File: config.mk
export PLATFORM = sky130hd
export DESIGN_NAME = piso_stream
export DESIGN_NICKNAME = d
export VERILOG_FILES = /design/src/rtl/piso_pkg.sv /design/src/rtl/piso_hold_buf.sv /design/src/rtl/piso_stream.sv
export SDC_FILE = /design/constraint.sdc
export NUM_CORES = 1
export LEC_CHECK = 0
export BUFFER_PORTS_ARGS = -buffer_cell sky130_fd_sc_hd__buf_2
export CAP_MARGIN = 0
export CORE_ASPECT_RATIO = 1.5
export CORE_UTILIZATION = 45
export CTS_CLUSTER_DIAMETER = 150
export CTS_CLUSTER_SIZE = 24
export DETAILED_ROUTE_END_ITERATION = 16
export PLACE_DENSITY = 0.76
export RECOVER_POWER = 25
export SYNTH_ARGS = -nofsm -noshare
export SYNTH_HDL_FRONTEND = slang
export SYNTH_SLANG_ARGS = --single-unit
File: constraint.sdc
create_clock -name clk -period 2 [get_ports clk]
set_input_delay 0.4 -clock clk [delete_from_list [all_inputs] [get_ports clk]]
set_output_delay 0.4 -clock clk [all_outputs]
set_load 0.005 [all_outputs]
File: src/rtl/piso_pkg.sv
// Shared types and helpers for the parallel-in/serial-out stream shifter.
package piso_pkg;

    typedef enum logic {
        IDLE  = 1'b0,
        SHIFT = 1'b1
    } state_t;

    localparam bit MSB_FIRST = 1'b0;
    localparam bit LSB_FIRST = 1'b1;

    function automatic int cnt_w(input int data_w);
        return $clog2(data_w);
    endfunction

endpackage

File: src/rtl/piso_hold_buf.sv
// Single-entry holding register with full flag.
module piso_hold_buf #(
    parameter int W = 16
) (
    input  logic         clk,
    input  logic         rst_n,
    input  logic         load,
    input  logic         unload,
    input  logic [W-1:0] d,
    output logic [W-1:0] q,
    output logic         full
);

    import piso_pkg::*;

    always_ff @(posedge clk or negedge rst_n) begin
        if (!rst_n) begin
            q    <= '0;
            full <= 1'b0;
        end else if (load) begin
            q    <= d;
            full <= 1'b1;
        end else if (unload) begin
            full <= 1'b0;
        end
    end

endmodule

File: src/rtl/piso_stream.sv
// Handshaked PISO shifter with one-word hold buffer for gapless frames.
module piso_stream #(
    parameter int DATA_W     = 16,
    parameter bit LSB_FIRST  = 1'b0,
    parameter bit IDLE_LEVEL = 1'b0
) (
    input  logic              clk,
    input  logic              rst_n,
    input  logic [DATA_W-1:0] din,
    input  logic              din_valid,
    output logic              din_ready,
    input  logic              shift_en,
    output logic              dout,
    output logic              dout_valid,
    output logic              sof,
    output logic              eof,
    output logic              busy
);

    import piso_pkg::*;

    localparam int CW = cnt_w(DATA_W);
    localparam logic [CW-1:0] LAST = CW'(DATA_W - 1);
    localparam bit LSBF = (LSB_FIRST == piso_pkg::LSB_FIRST);

    state_t            state, state_nx;
    logic [DATA_W-1:0] shreg, shreg_nx, hold_q;
    logic [CW-1:0]     cnt, cnt_nx;
    logic              hold_full, hold_ld, hold_ul;
    logic              accept, last;

    assign din_ready = rst_n & ~hold_full;
    assign accept    = din_valid & din_ready;
    assign last      = (state == SHIFT) && (cnt == LAST) && shift_en;

    piso_hold_buf #(.W(DATA_W)) u_hold (
        .clk    (clk),
        .rst_n  (rst_n),
        .load   (hold_ld),
        .unload (hold_ul),
        .d      (din),
        .q      (hold_q),
        .full   (hold_full)
    );

    always_ff @(posedge clk or negedge rst_n) begin
        if (!rst_n) begin
            state <= IDLE;
            shreg <= '0;
            cnt   <= '0;
        end else begin
            state <= state_nx;
            shreg <= shreg_nx;
            cnt   <= cnt_nx;
        end
    end

    always_comb begin
        state_nx = state;
        shreg_nx = shreg;
        cnt_nx   = cnt;
        hold_ld  = 1'b0;
        hold_ul  = 1'b0;
        unique case (state)
            IDLE: begin
                if (accept) begin
                    state_nx = SHIFT;
                    shreg_nx = din;
                    cnt_nx   = '0;
                end
            end
            SHIFT: begin
                if (last) begin
                    // next word follows the last bit without a gap
                    cnt_nx = '0;
                    if (hold_full) begin
                        shreg_nx = hold_q;
                        hold_ul  = 1'b1;
                    end else if (accept) begin
                        shreg_nx = din;
                    end else begin
                        state_nx = IDLE;
                        shreg_nx = '0;
                    end
                end else begin
                    if (shift_en) begin
                        shreg_nx = LSBF ? (shreg >> 1) : (shreg << 1);
                        cnt_nx   = cnt + 1'b1;
                    end
                    hold_ld = accept;
                end
            end
            default: state_nx = IDLE;
        endcase
    end

    always_comb begin
        dout = IDLE_LEVEL;
        if (state == SHIFT) begin
            dout = LSBF ? shreg[0] : shreg[DATA_W-1];
        end
    end

    assign dout_valid = (state == SHIFT);
    assign sof        = (state == SHIFT) && (cnt == '0);
    assign eof        = (state == SHIFT) && (cnt == LAST);
    assign busy       = (state == SHIFT) | hold_full;

endmodule

# Word-level counts from Yosys, hierarchy flattened
# Cells that the tools add are included.
[word_totals] register_bits=38 latch_bits=0 ramBits=0 mem_bits_ro=0 elab_cells=42 mem_count=0
[classes] addsub=1 multipliers=0 n_div=0 magnitude_cmp=0 eq_ne=3 shift=0 mux=22 n_bitwise=5 reduce_logical=6
[op_table] op="16-bit 2-to-1 mux" count=5
[op_table] op="16-bit case mux with 2 select lines" count=1
[op_table] op="4-bit 2-to-1 mux" count=3
[op_table] op="1-bit 2-to-1 mux" count=11
[op_table] op="4-bit case mux with 2 select lines" count=1
[op_table] op="4-bit by 1-bit adder with 4-bit output, second input constant" count=1
[op_table] op="4-bit == test, second input constant" count=1
[op_table] op="4-bit logical NOT" count=1
[op_table] op="1-bit logical AND" count=3
[op_table] op="3-bit by 2-bit inequality test with 1-bit output, second input constant" count=1
[op_table] op="1-bit AND" count=2
[op_table] op="2-bit inequality test, second input constant" count=1
[op_table] op="1-bit NOT" count=2
[op_table] op="1-bit case mux with 2 select lines" count=1
[op_table] op="2-bit AND reduction" count=1
[op_table] op="2-bit nonzero test" count=1
[op_table] op="1-bit OR" count=1

# Depth between registers and ports, before layout
# Gate-level depths: netlist (run 1).
[depth] depth_word=7 depth_mapped=6 depth_no_buf=4

# Hierarchy
# Synthesis (run 1) repeated with hierarchy kept, for this count alone.
[hier_totals] hier_cells=191 area_unflattened_um2=2042.0
[modules_own_cells] module="piso_stream" instances=1 cells_per_inst=154 area_per_inst_um2=1358.8 seq_area_each_um2=525.5
[modules_own_cells] module="piso_hold_buf" instances=1 cells_per_inst=37 area_per_inst_um2=683.2 seq_area_each_um2=425.4

# Worst setup path before layout (run 1)
# Ideal clock, no wire load.
[synth_timing] path_kind="flip-flop to flip-flop" from="reg cnt[0]" to="reg u_hold.q[0]" setup_time_ns=0.127 t_arrival_ns=1.807 required_ns=1.873 setup_slack_ns=0.065 stages_incl_launch_ff=7 synth_period_minus_slack_ns=1.935 cell_sequence="dfrtp_1 -> ha_1 -> and4_1 -> buf_2 -> nor4_4 -> buf_6 -> mux2_1"
[synth_via] elab_chain_len=5
[synth_rtl] element="start, declared" line="piso_stream.sv:28" rtl="logic [CW-1:0] cnt, cnt_nx;"
[synth_rtl] element="start signal, assigned" line="piso_stream.sv:54" rtl="cnt <= cnt_nx;"
[synth_rtl] element="4-bit == test" line="piso_stream.sv:34" rtl="assign last = (state == SHIFT) && (cnt == LAST) && shift_en;"
[synth_rtl] element="1-bit logical AND (2 in series)" line="piso_stream.sv:34"
[synth_rtl] element="1-bit 2-to-1 mux" line="piso_stream.sv:73" rtl="if (last) begin"
[synth_rtl] element="1-bit 2-to-1 mux" line="piso_stream.sv:64" rtl="unique case (state)"
[synth_rtl] element="end signal, assigned" line="piso_hold_buf.sv:18" rtl="q <= '0;"
[synth_rtl] element="end signal, assigned" line="piso_hold_buf.sv:21" rtl="q <= d;"
[synth_rtl] element="end, declared" line="piso_hold_buf.sv:10" rtl="output logic [W-1:0] q,"
# No other way between the ends.
# A chain may end at the register's enable or synchronous reset.

# Final worst setup path (run 1)
[layout_timing] from="in rst_n" to="out din_ready"
[layout_via] elab_chain_len=1
[layout_rtl] element="start, declared" line="piso_stream.sv:8" rtl="input logic rst_n,"
[layout_rtl] element="1-bit AND" line="piso_stream.sv:32" rtl="assign din_ready = rst_n & ~hold_full;"
[layout_rtl] element="end, declared" line="piso_stream.sv:11" rtl="output logic din_ready,"
# No other way between the ends.

==> out/qor.txt, run 1 <==
Crit path buffers/inverters - 3
Final Critical Period - 1.90 ns
Unique masters post-synth - 34
share of layout cells above drive strength 1 - 26.8%
CTS buffer count - 5
Root Driver - clkbuf_8
final core utilization - 56.3%
Initial DRC Count - 123
RSZ-0062 raised after global routing - false
clock skew - 0.00778 ns
worst vdd ir - 0.625 mV
PortBufs - 25
Clock power frac - 18.9%
Setup CP Type - in -> out
wire per inst - 18.2 um
Post-DP HPWL - 3.62 mm
Critical Path, Cell by Cell - dlygate4sd3_1, clkbuf_4, nor2b_1, buf_2
Die Y - 87.4 um
Final Hold Fails - 0
Leak - 1.07 nW
FILL cells - 421
largest driver fanout on the critical path - 12
Crit-path slowest cell - dlygate4sd3_1
global-route wire length before repair - 9.19 mm
max-slew violations - 0
TritonCTS clock tree - built
Synth Area per Inst - 10.5 um2
total congestion overflow - 0
DRC viols - 0
Cells after Synth - 208
CTS Buffer Depth - 2
gpl congestion - 0.814
largest net degree at the start of global routing - 23
Detail Route Antenna Nets - 0
synthesized flop and latch total - 38
Int Pwr - 0.00221 W
# setup viols final - 0
Fin Setup TNS - 0 ns
Worst Max-Slew Pin Slew - 0.299 ns
Core Box Area - 4580 um2
Fmax - 528 MHz
commonest non-fill, non-tap cell in the layout - dfrtp_1
DRT Wirelength - 5.51 mm
Crit. End Element - primary output
Initial Util - 47.7%
Final nets - 260
most frequent cells in the layout - dfrtp_1, buf_2, nand2_1, buf_4, o21ai_0
DR pass1 iterations - 4
initial antenna violation count - 0
Max Cap Viol - 0
synthesized area - 2190 um2
Req. time, crit path - 1.60 ns
combinational share of power - 41.4%
WP data arrival - 1.50 ns
syn nets - 230
vias in the first global route - 1,996
Ys Warns - 0
worst skew pair latency - 0.29 ns
fin crit share - 94.8%
Via density - 6.53
ANT cells - 0
sequential share of power - 39.8%
die area - 5150 um2
worst hold path class - in -> reg
vias - 1,980
PD cells - 1310 nW/um2
Clock transition at path regs - 0.08 ns
GR Util All Layers - 23.6%
slowest stage delay, CP - 0.52 ns
switch share - 34.3%
Rows - 30
outcome - finished clean
Ports - 26
CP top delay family - buffers and inverters
Setup crit start kind - input port
NetSw - 0.00116 W
die width - 58.9 um
Slew headroom - 80.0%
clk sinks - 38
sequential cell area fraction in the yosys report - 43.5%
Area Overhead vs Synth - 18.0%
H-tree depth - 2
[power by group through the flow]
stage	sequential, W	clock [W]	combinational (W)
6_report	0.00134	0.000636	0.00139
5_1_grt	0.00138	0.000693	0.00154
4_1_cts	0.00133	0.000648	0.00139
3_5_place_dp	0.00135	0	0.00138
3_3_place_gp	0.00133	0	0.00135
2_1_floorplan	0.00128	0	0.00104
[worst reg2reg max path, cell delays in order (launching register included)]
cell     delay, ns
dfrtp_1       0.41
ha_1          0.21
and4_1        0.23
nor4_4        0.23
buf_4         0.22
mux2_2        0.35
[cells by family after synthesis]
logic type | share of synthesized area [%]
AOI/OAI and AO/OA | 25.7
adders and majority gates | 1.14
buffers and inverters | 5.55
DFF | 43.5
muxes | 8.70
and+or+nand+nor | 15.4
[Yosys cell counts (all sizes together)]
library cell  number  area share [%]
dfrtp             38              44
nand2             21             3.6
o21ai             19             4.4
a2bb2oi           17             6.8
mux2              16             8.2
a311o             15             6.9
a41oi             15             6.0
clkbuf            15             2.6
nand4b            15             6.0
buf               10             2.5
and4               3             1.2
inv                3            0.52
and2               2            0.57
ha                 2             1.1
nand4              2            0.57
a21oi              1            0.23
a22oi              1            0.34
a31oi              1            0.29
a32o               1            0.46
and4b              1            0.46
mux2i              1            0.46
nand3              1            0.23
nand4bb            1            0.52
nor2               1            0.17
nor2b              1            0.29
nor3               1            0.23
nor4               1            0.97
o211ai             1            0.34
or2                1            0.29
or3                1            0.29
[metrics by stage]
step	area, um2	setup WS, ns	total power, W	cells	hold WS, ns
after global routing	2580	0.0349	0.00361	303	0.363
after global placement	2460	0.269	0.00268	294	0.289
final	2580	0.104	0.00337	303	0.346
after floorplan	2190	0.0652	0.00233	208	0.104
after CTS	2580	0.0504	0.00338	303	0.345
after detailed placement	2460	0.233	0.00273	294	0.292
[area by class of cell]
class | instances | area, um2 | share of cell area [%]
Clock buffer | 5 | 68.8 | 2.67
Clock inverter | 3 | 40.0 | 1.55
Inverter | 3 | 11.3 | 0.436
Multi-Input combinational cell | 142 | 1110 | 43.2
Sequential cell | 38 | 951 | 36.9
Tap cell | 64 | 80.1 | 3.10
Timing Repair Buffer | 48 | 315 | 12.2
[timing repair]
action | in CTS | in global routing
endpoints found under the setup margin | 0 | 1
hold buffers | 1 | 0
hold endpoints to repair | 3 | 0
buffers inserted | 0 | 0
gates resized for setup | 0 | 1
[flip-flops by register name, indices dropped and copies added, names as in the netlist]
register,flops
u_hold.q,16
u_hold.full,1
dout_valid,1
cnt,4
shreg,16
[path summary, 6_finish.rpt]
| path | from | end | slack, ns | cells after the start |
|---|---|---|---|---|
| setup reg to reg | cnt[0]$_DFFE_PN0P_ | u_hold.q[7]$_DFFE_PN0P_ | 0.23 | 5 |
| min in group asynchronous | rst_n | shreg[14]$_DFFE_PN0P_ | 0.51 | 2 |
| max in group asynchronous | rst_n | shreg[0]$_DFFE_PN0P_ | 0.96 | 4 |
| hold reg to reg | u_hold.q[13]$_DFFE_PN0P_ | u_hold.q[13]$_DFFE_PN0P_ | 0.49 | 1 |
| hold / removal | din[4] | u_hold.q[4]$_DFFE_PN0P_ | 0.35 | 2 |
| setup / recovery | rst_n | din_ready | 0.10 | 4 |
[routing by layer]
metal  share of wire, %  track usage [%]  routed length, um  vias to the layer above
met1                 41             28.9               2240                     1013
met2                 52             38.2               2860                       70
met3                5.0             4.01                273                       13
met5                  0                0                  0                        -
met4                2.4             13.9                130                        0
li1                   -                -                  -                      884
(Power assumes the default switching activity.)
==> run 2, diff against run 1 <==
--- a/config.mk
+++ b/config.mk
@@ -12,7 +12,7 @@
 export CTS_CLUSTER_DIAMETER = 150
 export CTS_CLUSTER_SIZE = 24
 export DETAILED_ROUTE_END_ITERATION = 16
-export PLACE_DENSITY = 0.76
+export PLACE_DENSITY = 0.67
 export RECOVER_POWER = 25
 export SYNTH_ARGS = -nofsm -noshare
 export SYNTH_HDL_FRONTEND = slang
==> constraint.sdc (replaced) <==
create_clock -name clk -period 2 [get_ports clk]
set_input_delay 0.1 -clock clk [delete_from_list [all_inputs] [get_ports clk]]
set_output_delay 0.1 -clock clk [all_outputs]
set_load 0.005 [all_outputs]
==> out/qor.txt, run 2 (same netlist as run 1, synthesis figures left out) <==
wire per inst - 19.2 um
Met1 Routed Length - 2.45 mm
vias in the first global route - 1,917
WP data arrival - 2.05 ns
Leak - 1.04 nW
NetSw - 0.00114 W
share of layout cells above drive strength 1 - 24.8%
Top Registers - shreg: 16 flops, u_hold.q: 16 flops, cnt: 4 flops
Critical Path, Cell by Cell - ha_1, and4_1, nor4_4, buf_12, mux2_2
fin crit share - 93.7%
Clock power frac - 16.7%
Crit. End Element - flop
Final Hold Fails - 0
# setup viols final - 0
Clock transition at path regs - 0.07 ns
Via density - 6.43
slowest stage delay, CP - 0.41 ns
Fin Setup TNS - 0 ns
Root Driver - clkbuf_8
sequential share of power - 40.7%
largest net degree at the start of global routing - 33
gpl congestion - 0.766
DR pass1 iterations - 4
Crit path buffers/inverters - 1
CP top delay family - simple AND/OR/NAND/NOR gates
fin area - 2530 um2
Post-DP HPWL - 3.52 mm
Top Layer Used - met4
ANT cells - 0
largest driver fanout on the critical path - 14
Int Pwr - 0.00212 W
Core Box Area - 4580 um2
RSZ-0062 raised after global routing - false
# resized after CTS - 0
outcome - finished clean
worst hold path class - in -> reg
Rows - 30
combinational share of power - 42.5%
global-route wire length before repair - 9.53 mm
worst vdd ir - 0.548 mV
Post-DP Area - 2430 um2
Setup CP Type - reg -> reg
clk sinks - 38
GR Util All Layers - 24.7%
Initial DRC Count - 122
Req. time, crit path - 2.18 ns
clock skew - 0.00337 ns
Final nets - 255
DRT Wirelength - 5.71 mm
Die Y - 87.4 um
Area Overhead vs Synth - 16.0%
Inst Count DP - 289
total congestion overflow - 0
max-slew violations - 0
switch share - 34.9%
PortBufs - 25
H-tree depth - 2
Slew headroom - 75.8%
die area - 5150 um2
Setup crit start kind - flop
Worst Max-Slew Pin Slew - 0.361 ns
most frequent cells in the layout - dfrtp_1, buf_2, nand2_1
Fmax - 534 MHz
commonest non-fill, non-tap cell in the layout - dfrtp_1
PD cells - 1290 nW/um2
die width - 58.9 um
met3 wire length - 320 um
CTS buffer count - 5
Crit-path slowest cell - dfrtp_1
met2 wire len - 2.86 mm
worst skew pair latency - 0.29 ns
TritonCTS clock tree - built
Initial Util - 47.7%
Ports - 26
vias - 1,916
Final Non-Filler Cells - 298
DRC viols - 0
Detail Route Antenna Nets - 0
Final Critical Period - 1.87 ns
Max Cap Viol - 0
initial antenna violation count - 0
CTS Buffer Depth - 2
## run 2: per-layer routing
| layer | vias to the layer above | track usage [%] |
|---|---|---|
| met3 | 8 | 3.86 |
| met1 | 965 | 31.5 |
| li1 | 877 | - |
| met5 | - | 0 |
| met2 | 66 | 40.2 |
| met4 | 0 | 12.3 |
## run 2: final timing paths
kind	endpoint	slack (ns)	start	depth (start not counted)
worst max register to register	u_hold.q[9]$_DFFE_PN0P_	0.13	cnt[0]$_DFFE_PN0P_	5
max in group asynchronous	u_hold.q[12]$_DFFE_PN0P_	1.28	rst_n	3
min in group asynchronous	cnt[0]$_DFFE_PN0P_	0.22	rst_n	2
worst max-delay path	u_hold.q[9]$_DFFE_PN0P_	0.13	cnt[0]$_DFFE_PN0P_	5
worst min-delay path	u_hold.q[5]$_DFFE_PN0P_	0.05	din[5]	2
worst min register to register	u_hold.q[0]$_DFFE_PN0P_	0.48	u_hold.q[0]$_DFFE_PN0P_	1
## run 2: per-stage QoR
stage	power (W)	setup slack (ns)	util (%)	hold WS, ns
finish	0.00326	0.126	55.4	0.0550
global route	0.00349	0.0245	55.4	0.0563
CTS	0.00328	0.120	55.4	0.0550
floorplan	0.00233	0.0652	-	-0.196
detailed placement	0.00273	0.127	53.1	-0.00511
global placement	0.00271	0.178	53.1	-0.000900
## run 2: final cells by class
class	count	area (um2)
multi-input cells	142	1110
well taps	64	80.1
repair buffers	43	288
clock buffers	7	86.3
flip-flops and latches	38	951
inverters	3	11.3
fillers	444	2040
clock inverters	1	5.00
## run 2: power groups by stage
stage | Clock, W | Combinational (W) | Sequential (W)
6_report | 0.000545 | 0.00139 | 0.00133
5_1_grt | 0.000592 | 0.00153 | 0.00137
4_1_cts | 0.000562 | 0.00140 | 0.00132
3_5_place_dp | 0 | 0.00140 | 0.00133
3_3_place_gp | 0 | 0.00137 | 0.00133
2_1_floorplan | 0 | 0.00104 | 0.00128
## run 2: repair_timing
action / in CTS / in global routing
hold buffers: 1 / 0
buffers inserted: 0 / 0
setup endpoints to repair: 0 / 0
endpoints found under the hold margin: 29 / 0
